**config.mk**
```make
export PLATFORM = sky130hd
export DESIGN_NAME = pic_fetch_stack_flat
export DESIGN_NICKNAME = d
export VERILOG_FILES = /design/src/rtl/pic_fetch_stack_if.sv /design/src/rtl/pic_fetch_stack.sv /design/src/flat_wrapper.sv
export SDC_FILE = /design/constraint.sdc
export NUM_CORES = 1
export LEC_CHECK = 0
export ABC_AREA = 0
export ABC_CLOCK_PERIOD_IN_PS = 1920
export BUFFER_PORTS_ARGS = -buffer_cell sky130_fd_sc_hd__buf_2
export CAP_MARGIN = 15
export CORE_MARGIN = 2
export CORE_UTILIZATION = 52
export CTS_CLUSTER_DIAMETER = 150
export DETAILED_ROUTE_END_ITERATION = 10
export PLACE_DENSITY = 0.9
export SLEW_MARGIN = 20
export SYNTH_ARGS = -nofsm -noshare
export SYNTH_HDL_FRONTEND = slang
export SYNTH_SLANG_ARGS = --single-unit
```
**constraint.sdc**
```tcl
create_clock -name i_clk -period 1.92 [get_ports i_clk]
set_input_delay 0.096 -clock i_clk [delete_from_list [all_inputs] [get_ports i_clk]]
set_output_delay 0.096 -clock i_clk [all_outputs]
set_load 0.01 [all_outputs]
```
**src/rtl/pic_fetch_stack_if.sv**
```systemverilog
// Bus between the PIC fetch/stack block and its program ROM and decoder.
// Optional macro STACK_OVF_FLAG_EN adds the sticky stack error flag o_stk_err.
// The slave modport is the fetch/stack block. The master modport is the ROM and decoder side.
interface pic_fetch_stack_if;
  logic        i_stall;
  logic [8:0]  o_rom_addr;
  logic [11:0] i_rom_data;
  logic [11:0] o_ir;
  logic        o_ir_valid;
  logic        i_br_goto;
  logic        i_br_call;
  logic        i_br_ret;
  logic        i_br_skip;
  logic        i_pcl_we;
  logic [8:0]  i_k;
  logic [7:0]  i_pcl_data;
  logic [1:0]  o_stack_depth;
`ifdef STACK_OVF_FLAG_EN
  logic        o_stk_err;
`endif

  modport slave (
    input  i_stall, i_rom_data, i_br_goto, i_br_call, i_br_ret, i_br_skip,
           i_pcl_we, i_k, i_pcl_data,
    output o_rom_addr, o_ir, o_ir_valid, o_stack_depth
`ifdef STACK_OVF_FLAG_EN
    , output o_stk_err
`endif
  );

  modport master (
    output i_stall, i_rom_data, i_br_goto, i_br_call, i_br_ret, i_br_skip,
           i_pcl_we, i_k, i_pcl_data,
    input  o_rom_addr, o_ir, o_ir_valid, o_stack_depth
`ifdef STACK_OVF_FLAG_EN
    , input o_stk_err
`endif
  );
endinterface

```
**src/rtl/pic_fetch_stack.sv**
```systemverilog
// PIC-style fetch stage: the PC, the instruction register, and a two-entry return stack.
// Each taken redirect flushes the fetched word and inserts one NOP cycle.
// The optional macro STACK_OVF_FLAG_EN adds the sticky o_stk_err flag.
// o_stk_err reports a push at depth 2 or a pop at depth 0.
module pic_fetch_stack #(
  parameter logic [8:0] RESET_VECTOR = 9'h1FF
) (
  input logic              i_clk,
  input logic              i_rst,
  pic_fetch_stack_if.slave io_bus
);

  logic [8:0]  r_pc;
  logic [11:0] r_ir;
  logic        r_ir_valid;
  logic [8:0]  r_s0;
  logic [8:0]  r_s1;
  logic [1:0]  r_depth;

  logic        w_redirect_ok;
  logic        w_do_ret;
  logic        w_do_call;
  logic        w_do_goto;
  logic        w_do_pcl;
  logic        w_do_skip;
  logic        w_taken;
  logic [8:0]  w_pc_inc;
  logic [8:0]  w_pc_next;

  // Redirects apply only to a real instruction in ir and only when not stalled.
  // A flush NOP therefore can never redirect again.
  assign w_redirect_ok = ~io_bus.i_stall & r_ir_valid;
  assign w_do_ret      = w_redirect_ok & io_bus.i_br_ret;
  assign w_do_call     = w_redirect_ok & ~io_bus.i_br_ret & io_bus.i_br_call;
  assign w_do_goto     = w_redirect_ok & ~io_bus.i_br_ret & ~io_bus.i_br_call
                         & io_bus.i_br_goto;
  assign w_do_pcl      = w_redirect_ok & ~io_bus.i_br_ret & ~io_bus.i_br_call
                         & ~io_bus.i_br_goto & io_bus.i_pcl_we;
  assign w_do_skip     = w_redirect_ok & ~io_bus.i_br_ret & ~io_bus.i_br_call
                         & ~io_bus.i_br_goto & ~io_bus.i_pcl_we & io_bus.i_br_skip;
  assign w_taken       = w_do_ret | w_do_call | w_do_goto | w_do_pcl | w_do_skip;
  assign w_pc_inc      = r_pc + 9'd1;

  // Select the next PC. The redirect decodes are already mutually exclusive.
  // Skip and plain sequential fetch both advance by one.
  always_comb begin
    w_pc_next = w_pc_inc;
    if (w_do_ret)       w_pc_next = r_s0;
    else if (w_do_call) w_pc_next = {1'b0, io_bus.i_k[7:0]};
    else if (w_do_goto) w_pc_next = io_bus.i_k;
    else if (w_do_pcl)  w_pc_next = {1'b0, io_bus.i_pcl_data};
  end

  // Update the PC, the instruction register and the stack.
  // A push when full drops S1. A pop copies S1 down and leaves S1 in place.
  always_ff @(posedge i_clk) begin
    if (!i_rst) begin
      r_pc       <= RESET_VECTOR;
      r_ir       <= 12'h000;
      r_ir_valid <= 1'b0;
      r_s0       <= 9'h000;
      r_s1       <= 9'h000;
      r_depth    <= 2'd0;
    end else if (!io_bus.i_stall) begin
      r_pc <= w_pc_next;
      if (w_taken) begin
        r_ir       <= 12'h000;
        r_ir_valid <= 1'b0;
      end else begin
        r_ir       <= io_bus.i_rom_data;
        r_ir_valid <= 1'b1;
      end
      if (w_do_call) begin
        r_s1    <= r_s0;
        r_s0    <= r_pc;
        r_depth <= (r_depth == 2'd2) ? 2'd2 : r_depth + 2'd1;
      end else if (w_do_ret) begin
        r_s0    <= r_s1;
        r_depth <= (r_depth == 2'd0) ? 2'd0 : r_depth - 2'd1;
      end
    end
  end

`ifdef STACK_OVF_FLAG_EN
  logic r_stk_err;

  // Sticky flag for stack misuse. Only reset clears it.
  always_ff @(posedge i_clk) begin
    if (!i_rst) begin
      r_stk_err <= 1'b0;
    end else if ((w_do_call && r_depth == 2'd2) || (w_do_ret && r_depth == 2'd0)) begin
      r_stk_err <= 1'b1;
    end
  end

  assign io_bus.o_stk_err = r_stk_err;
`endif

  assign io_bus.o_rom_addr    = r_pc;
  assign io_bus.o_ir          = r_ir;
  assign io_bus.o_ir_valid    = r_ir_valid;
  assign io_bus.o_stack_depth = r_depth;

endmodule

```
**src/flat_wrapper.sv**
```systemverilog
// flat-port wrapper written by rule: the top's interface ports become plain ports
module pic_fetch_stack_flat 
#(
  parameter logic [8:0] RESET_VECTOR = 9'h1FF
)
  (i_clk, i_rst, io_bus_i_stall, io_bus_i_rom_data, io_bus_i_br_goto, io_bus_i_br_call, io_bus_i_br_ret, io_bus_i_br_skip, io_bus_i_pcl_we, io_bus_i_k, io_bus_i_pcl_data, io_bus_o_rom_addr, io_bus_o_ir, io_bus_o_ir_valid, io_bus_o_stack_depth);
  pic_fetch_stack_if io_bus_i ();
  input logic i_clk;
  input logic i_rst;
  input wire logic [$bits(io_bus_i.i_stall)-1:0] io_bus_i_stall;
  input wire logic [$bits(io_bus_i.i_rom_data)-1:0] io_bus_i_rom_data;
  input wire logic [$bits(io_bus_i.i_br_goto)-1:0] io_bus_i_br_goto;
  input wire logic [$bits(io_bus_i.i_br_call)-1:0] io_bus_i_br_call;
  input wire logic [$bits(io_bus_i.i_br_ret)-1:0] io_bus_i_br_ret;
  input wire logic [$bits(io_bus_i.i_br_skip)-1:0] io_bus_i_br_skip;
  input wire logic [$bits(io_bus_i.i_pcl_we)-1:0] io_bus_i_pcl_we;
  input wire logic [$bits(io_bus_i.i_k)-1:0] io_bus_i_k;
  input wire logic [$bits(io_bus_i.i_pcl_data)-1:0] io_bus_i_pcl_data;
  output wire logic [$bits(io_bus_i.o_rom_addr)-1:0] io_bus_o_rom_addr;
  output wire logic [$bits(io_bus_i.o_ir)-1:0] io_bus_o_ir;
  output wire logic [$bits(io_bus_i.o_ir_valid)-1:0] io_bus_o_ir_valid;
  output wire logic [$bits(io_bus_i.o_stack_depth)-1:0] io_bus_o_stack_depth;
  assign io_bus_i.i_stall = io_bus_i_stall;
  assign io_bus_i.i_rom_data = io_bus_i_rom_data;
  assign io_bus_i.i_br_goto = io_bus_i_br_goto;
  assign io_bus_i.i_br_call = io_bus_i_br_call;
  assign io_bus_i.i_br_ret = io_bus_i_br_ret;
  assign io_bus_i.i_br_skip = io_bus_i_br_skip;
  assign io_bus_i.i_pcl_we = io_bus_i_pcl_we;
  assign io_bus_i.i_k = io_bus_i_k;
  assign io_bus_i.i_pcl_data = io_bus_i_pcl_data;
  assign io_bus_o_rom_addr = io_bus_i.o_rom_addr;
  assign io_bus_o_ir = io_bus_i.o_ir;
  assign io_bus_o_ir_valid = io_bus_i.o_ir_valid;
  assign io_bus_o_stack_depth = io_bus_i.o_stack_depth;
  pic_fetch_stack #(.RESET_VECTOR(RESET_VECTOR)) u_core (.i_clk(i_clk), .i_rst(i_rst), .io_bus(io_bus_i));
endmodule
```
==> results of run 1 <==
final timing paths:
kind / end / slack [ps] / depth (start not counted)
hold / removal: u_core.io_bus.o_rom_addr[4] / 20 / 3
setup / recovery: u_core.io_bus.o_rom_addr[0] / 210 / 4
setup reg to reg: u_core.io_bus.o_rom_addr[0] / 210 / 4
hold reg to reg: u_core.r_s1[8] / 470 / 2
Yosys cell counts, drive strengths merged (5+ instances only):
master / instances
nand2: 61
dfxtp: 42
nand3: 23
a21boi: 22
o21ai: 12
clkbuf: 11
o211a: 10
buf: 7
o211ai: 7
a31oi: 6
inv: 6
nor2: 6
o221ai: 5
sequential cells by signal (all words and copies together) (netlist names):
register / count
u_core.io_bus.o_ir: 12
u_core.io_bus.o_rom_addr: 9
u_core.r_s0: 9
u_core.r_s1: 9
u_core.io_bus.o_stack_depth: 2
u_core.io_bus.o_ir_valid: 1
layout by cell type (no fill, tap or decap), types with 2 or more instances in the layout:
master,n
mux2i_1,2
nor3b_1,4
and3_1,2
ha_1,4
a22oi_1,3
a211oi_1,3
o21a_1,2
or3_2,2
o21ai_0,12
a21oi_1,4
dfxtp_1,42
nand2_1,61
buf_2,60
clkbuf_8,6
o221ai_1,5
nor2b_1,3
nand2b_1,2
and3b_1,3
buf_4,8
o211a_1,10
a21boi_0,21
o211ai_1,7
a31oi_1,6
xnor2_1,4
inv_1,6
nand3_1,22
nor2_1,6
area by class of cell:
class,instances,area [um2]
flip-flops and latches,42,841
clock buffers,6,82.6
clock inverters,2,12.5
repair buffers,68,360
fillers,338,1410
multi-input cells,205,1270
well taps,50,62.6
inverters,7,26.3
routing by layer:
metal  routed length (um)  part of all wire  track usage
met5                    0                 0            0
met4                   81             0.015       0.0937
met3                  436             0.080       0.0625
met2                 2470              0.45        0.369
met1                 2460              0.45        0.307
metrics by stage:
stage / setup WS, ps / utilization / hold WS [ps] / area (um2)
2_1_floorplan: 377 / - / 239 / 2210
6_report: 213 / 0.654 / 23.1 / 2650
5_1_grt: 99.4 / 0.654 / 40.4 / 2650
4_1_cts: 262 / 0.654 / 15.8 / 2650
3_3_place_gp: 365 / 0.630 / 333 / 2560
3_5_place_dp: 281 / 0.630 / 336 / 2560
kinds of logic after synthesis:
family,Yosys count
and+or+nand+nor,113
AOI/OAI and AO/OA,82
DFF,42
buffers and inverters,25
xor gates and xnor gates,4
adders and majority gates,4
muxes,2
worst reg2reg max path: stages, from the launching register on:
cell and delay (ps):
dfxtp_1 420, nor3b_1 330, nand3_1 400, o221ai_1 340, a31oi_1 110
report_power, final:
| part | switching [mW] | internal, mW |
|---|---|---|
| sequential | 0.0622 | 0.919 |
| clock | 0.320 | 0.289 |
| combinational | 0.217 | 0.198 |
| total | 0.600 | 1.41 |
==> flow_summary.toml, run 1 <==
[yosys]
synth_area_per_cell_um2 = 8.14
postSynthCellCount = 272
yosys.area_share.simple = 0.241
synthAdderAreaFrac = 0.0226
synth_xor_area_frac = 0.0158
yosys.area.top_type = "dfxtp_1"
synthFlopType = "dfxtp_1"
ys_ff_latch = 42
ys_async_sr_fraction = 0
seq_area_frac_synth = 0.380
muxShareOfSynthArea = 0.00904
syn_nets = 313
yosys.area.top_type_share = 0.380
syn_area_um2 = 2210
synth_edf_count = 0
yosys_warnings = 0
synth.area.top_cells = "dfxtp_1, nand2_1, a21boi_0"
yosysUniqueCellTypes = 45
synth-compound-area-share = 0.284
synth_top_family_by_area = "compound AO/OA/AOI/OAI gates"

[cts]
numCtsBuffers = 5
cts_setup_buffers = 0
clock_tree.root_cell = "clkbuf_8"
insertion_delay_ps = 300
tritoncts = "built"
clockBufferDepth = 2
ctsHoldBuffers = 0
clock_sinks = 42
clkTransAtPathRegs_ps = 90
cts_resized = 0
ctsHtreeMaxLevel = 2

[worst_setup_path]
cpPeakStageDelay_ps = 420
worstPathMaxFanout = 10
path_cells = "nor3b_1 > nand3_1 > o221ai_1 > a31oi_1"
crit_path_end_kind = "flop"
cp_slowest_cell = "dfxtp_1"
cpLargestDelayFamily = "simple AND/OR/NAND/NOR gates"
path_class = "reg -> reg"
startpoint_type = "flop"
worstPathArrival_ps = 1890
setup.worst_path.start = "u_core.io_bus.o_ir_valid"
r2r_start = "u_core.io_bus.o_ir_valid"
required_ps = 2100
crit_buf_inv = 0

[global_route]
grt_pass1_wl_um = 9290
antenna_found_initial = 0
grt.total_usage = 0.235
first_global_vias = 2057
grt-ovfl-total = 0
grt_start_max_net_pins = 31

[sta]
fmax_mhz = 586
hold_viol_final = 0
post-route-min-period_ps = 1710
fin_skew_ps = 7.55
rsz0062_at_grt = "no"
fin_tns_setup_ps = 0
worstMarginPinSlew_ps = 578
min_period_over_period = 0.889
setup_viol = 0
drv_slew = 0
slew_headroom = 0.615

[hold_path]
hold_start = "io_bus_i_k[4]"
hp-class = "in -> reg"

[drt]
detail_route.iter0.violations = 248
drc_errors = 0
drtPass1Iterations = 4
ant_nets = 0
routed_wirelength_um = 5450
wl_per_cell_um = 14.4
vias = 2222
avgViaCountPerCell = 5.85

[job]
cap_violations = 0

[finish]
n_antenna_cell = 0
layout.nets = 370
instances_no_fill = 380
drive_above_1_share = 0.248
area_growth_pct = 19.8

[floorplanning]
die-area_um2 = 4790
fp.dieH_um = 69.2
fp.dieW_um = 69.2
core_region_area_um2 = 4060
row_count = 23
top_level_ports = 61
start_util = 0.545

[placed_design]
gp_congestion = 0.895
hpwlAfterDp_um = 3970
dp_cells = 372
port_buffers = 60

[pwr]
leakagePower_nw = 1.19
p_total_mw = 2.01
power_density_nw_per_um2 = 756
peakVddDrop_v = 0.000567

[status]
status = "completed"
Note: power is estimated with default switching activity, not from simulation.
==> run 2, diff against run 1 <==
--- a/config.mk
+++ b/config.mk
@@ -13,7 +13,7 @@
 export CORE_UTILIZATION = 52
 export CTS_CLUSTER_DIAMETER = 150
 export DETAILED_ROUTE_END_ITERATION = 10
-export PLACE_DENSITY = 0.9
+export PLACE_DENSITY = 0.77
 export SLEW_MARGIN = 20
 export SYNTH_ARGS = -nofsm -noshare
 export SYNTH_HDL_FRONTEND = slang
==> run 2 against run 1 <==
Wire length increased by 3.2%. Sequential share of layout area is 0.34 points lower. Combinational power barely moved. Non-clock buffer count is 2 higher. Die area is the same. Worst hold slack gained 18 ps. Largest cell class unchanged. Count of clock-buffer cells in the layout decreased by 1. Setup slack improved by 4.2 ps.
==> flow_summary.toml, run 2 (synthesis results as in run 1) <==
[status]
status = "completed"

[worst_setup_path]
startpoint_type = "flop"
worstPathMaxFanout = 10
path_class = "reg -> reg"
worstPathArrival_ps = 1880
crit_path_end_kind = "flop"
required_ps = 2100

[cts]
clock_tree.root_cell = "clkbuf_8"
insertion_delay_ps = 300
ctsHoldBuffers = 0
tritoncts = "built"
clkTransAtPathRegs_ps = 90
clockBufferDepth = 2
clock_sinks = 42
cts_resized = 0
cts_setup_buffers = 0
numCtsBuffers = 5
ctsHtreeMaxLevel = 2

[finish]
instances_no_fill = 382
largest_reg_flops = 12
fin_util = 0.661
fin_area_um2 = 2680
layout.nets = 372
area_growth_pct = 21.1
n_antenna_cell = 0
fillers = 337
final_common_cell = "nand2_1"
drive_above_1_share = 0.253
final_cell_mix = "nand2_1, buf_2, dfxtp_1, nand3_1, a21boi_0"

[sta]
rsz0062_at_grt = "no"
worst_slack_ps = 217
fin_skew_ps = 5.90
fin_tns_setup_ps = 0
setup_viol = 0
whs_ps = 40.7
fmax_mhz = 587
slew_headroom = 0.654
hold_viol_final = 0
post-route-min-period_ps = 1700
drv_slew = 0
min_period_over_period = 0.887
worstMarginPinSlew_ps = 520

[global_route]
grt_start_max_net_pins = 31
grt.total_usage = 0.247
grt_pass1_wl_um = 9710
antenna_found_initial = 0
first_global_vias = 2041
grt-ovfl-total = 0

[drt]
drtPass1Iterations = 4
detail_route.iter0.violations = 193
avgViaCountPerCell = 5.65
vias = 2159
wl_per_cell_um = 14.7
drc_errors = 0
ant_nets = 0
routed_wirelength_um = 5630

[hold_path]
hp-class = "in -> reg"

[pwr]
peakVddDrop_v = 0.000501
p_total_mw = 2.10
leakagePower_nw = 1.21
power_density_nw_per_um2 = 783

[placed_design]
place_ws_ps = 273
place_area_um2 = 2570
hpwlAfterDp_um = 4070
gp_congestion = 0.928
port_buffers = 60
dp_cells = 374

[job]
cap_violations = 0

[floorplanning]
top_level_ports = 61
die-area_um2 = 4790
start_util = 0.545
fp.dieW_um = 69.2
core_region_area_um2 = 4060
row_count = 23
fp.dieH_um = 69.2
run 2: critical path: stages (launching register included):
cell and delay [ps]:
dfxtp_1 410, nor3b_1 330, nand3_1 400, o221ai_1 330
a31oi_1 110
run 2: where the power goes:
part	leakage (nW)	internal (mW)	switching, mW
Sequential	0.343	0.919	0.0627
Combinational	0.812	0.200	0.217
Clock	0.0579	0.383	0.319
Total	1.21	1.50	0.598
run 2: path summary, 6_finish.rpt:
kind | start | endpoint | slack (ps) | depth (start not counted)
hold / removal | io_bus_i_k[3] | u_core.io_bus.o_rom_addr[3] | 40 | 3
setup reg to reg | u_core.io_bus.o_ir_valid | u_core.io_bus.o_rom_addr[1] | 220 | 4
hold reg to reg | u_core.io_bus.o_ir[7] | u_core.io_bus.o_ir[7] | 470 | 2
setup / recovery | u_core.io_bus.o_ir_valid | u_core.io_bus.o_rom_addr[1] | 220 | 4
run 2: final cells by class:
| cell class | count | area [um2] | share of cell area |
|---|---|---|---|
| clock buffers | 5 | 68.8 | 0.0257 |
| clock inverters | 3 | 40.0 | 0.0149 |
| inverters | 7 | 26.3 | 0.00980 |
| multi-input cells | 205 | 1270 | 0.473 |
| flip-flops and latches | 42 | 841 | 0.314 |
| well taps | 50 | 62.6 | 0.0233 |
| repair buffers | 70 | 375 | 0.140 |
run 2: layer usage:
metal  part of all wire  up-vias  track usage
li1                   -     1096            -
met1               0.46      968        0.338
met2               0.45       84        0.377
met3              0.070       11       0.0581
met4              0.020        0       0.0980
met5                  0        -            0
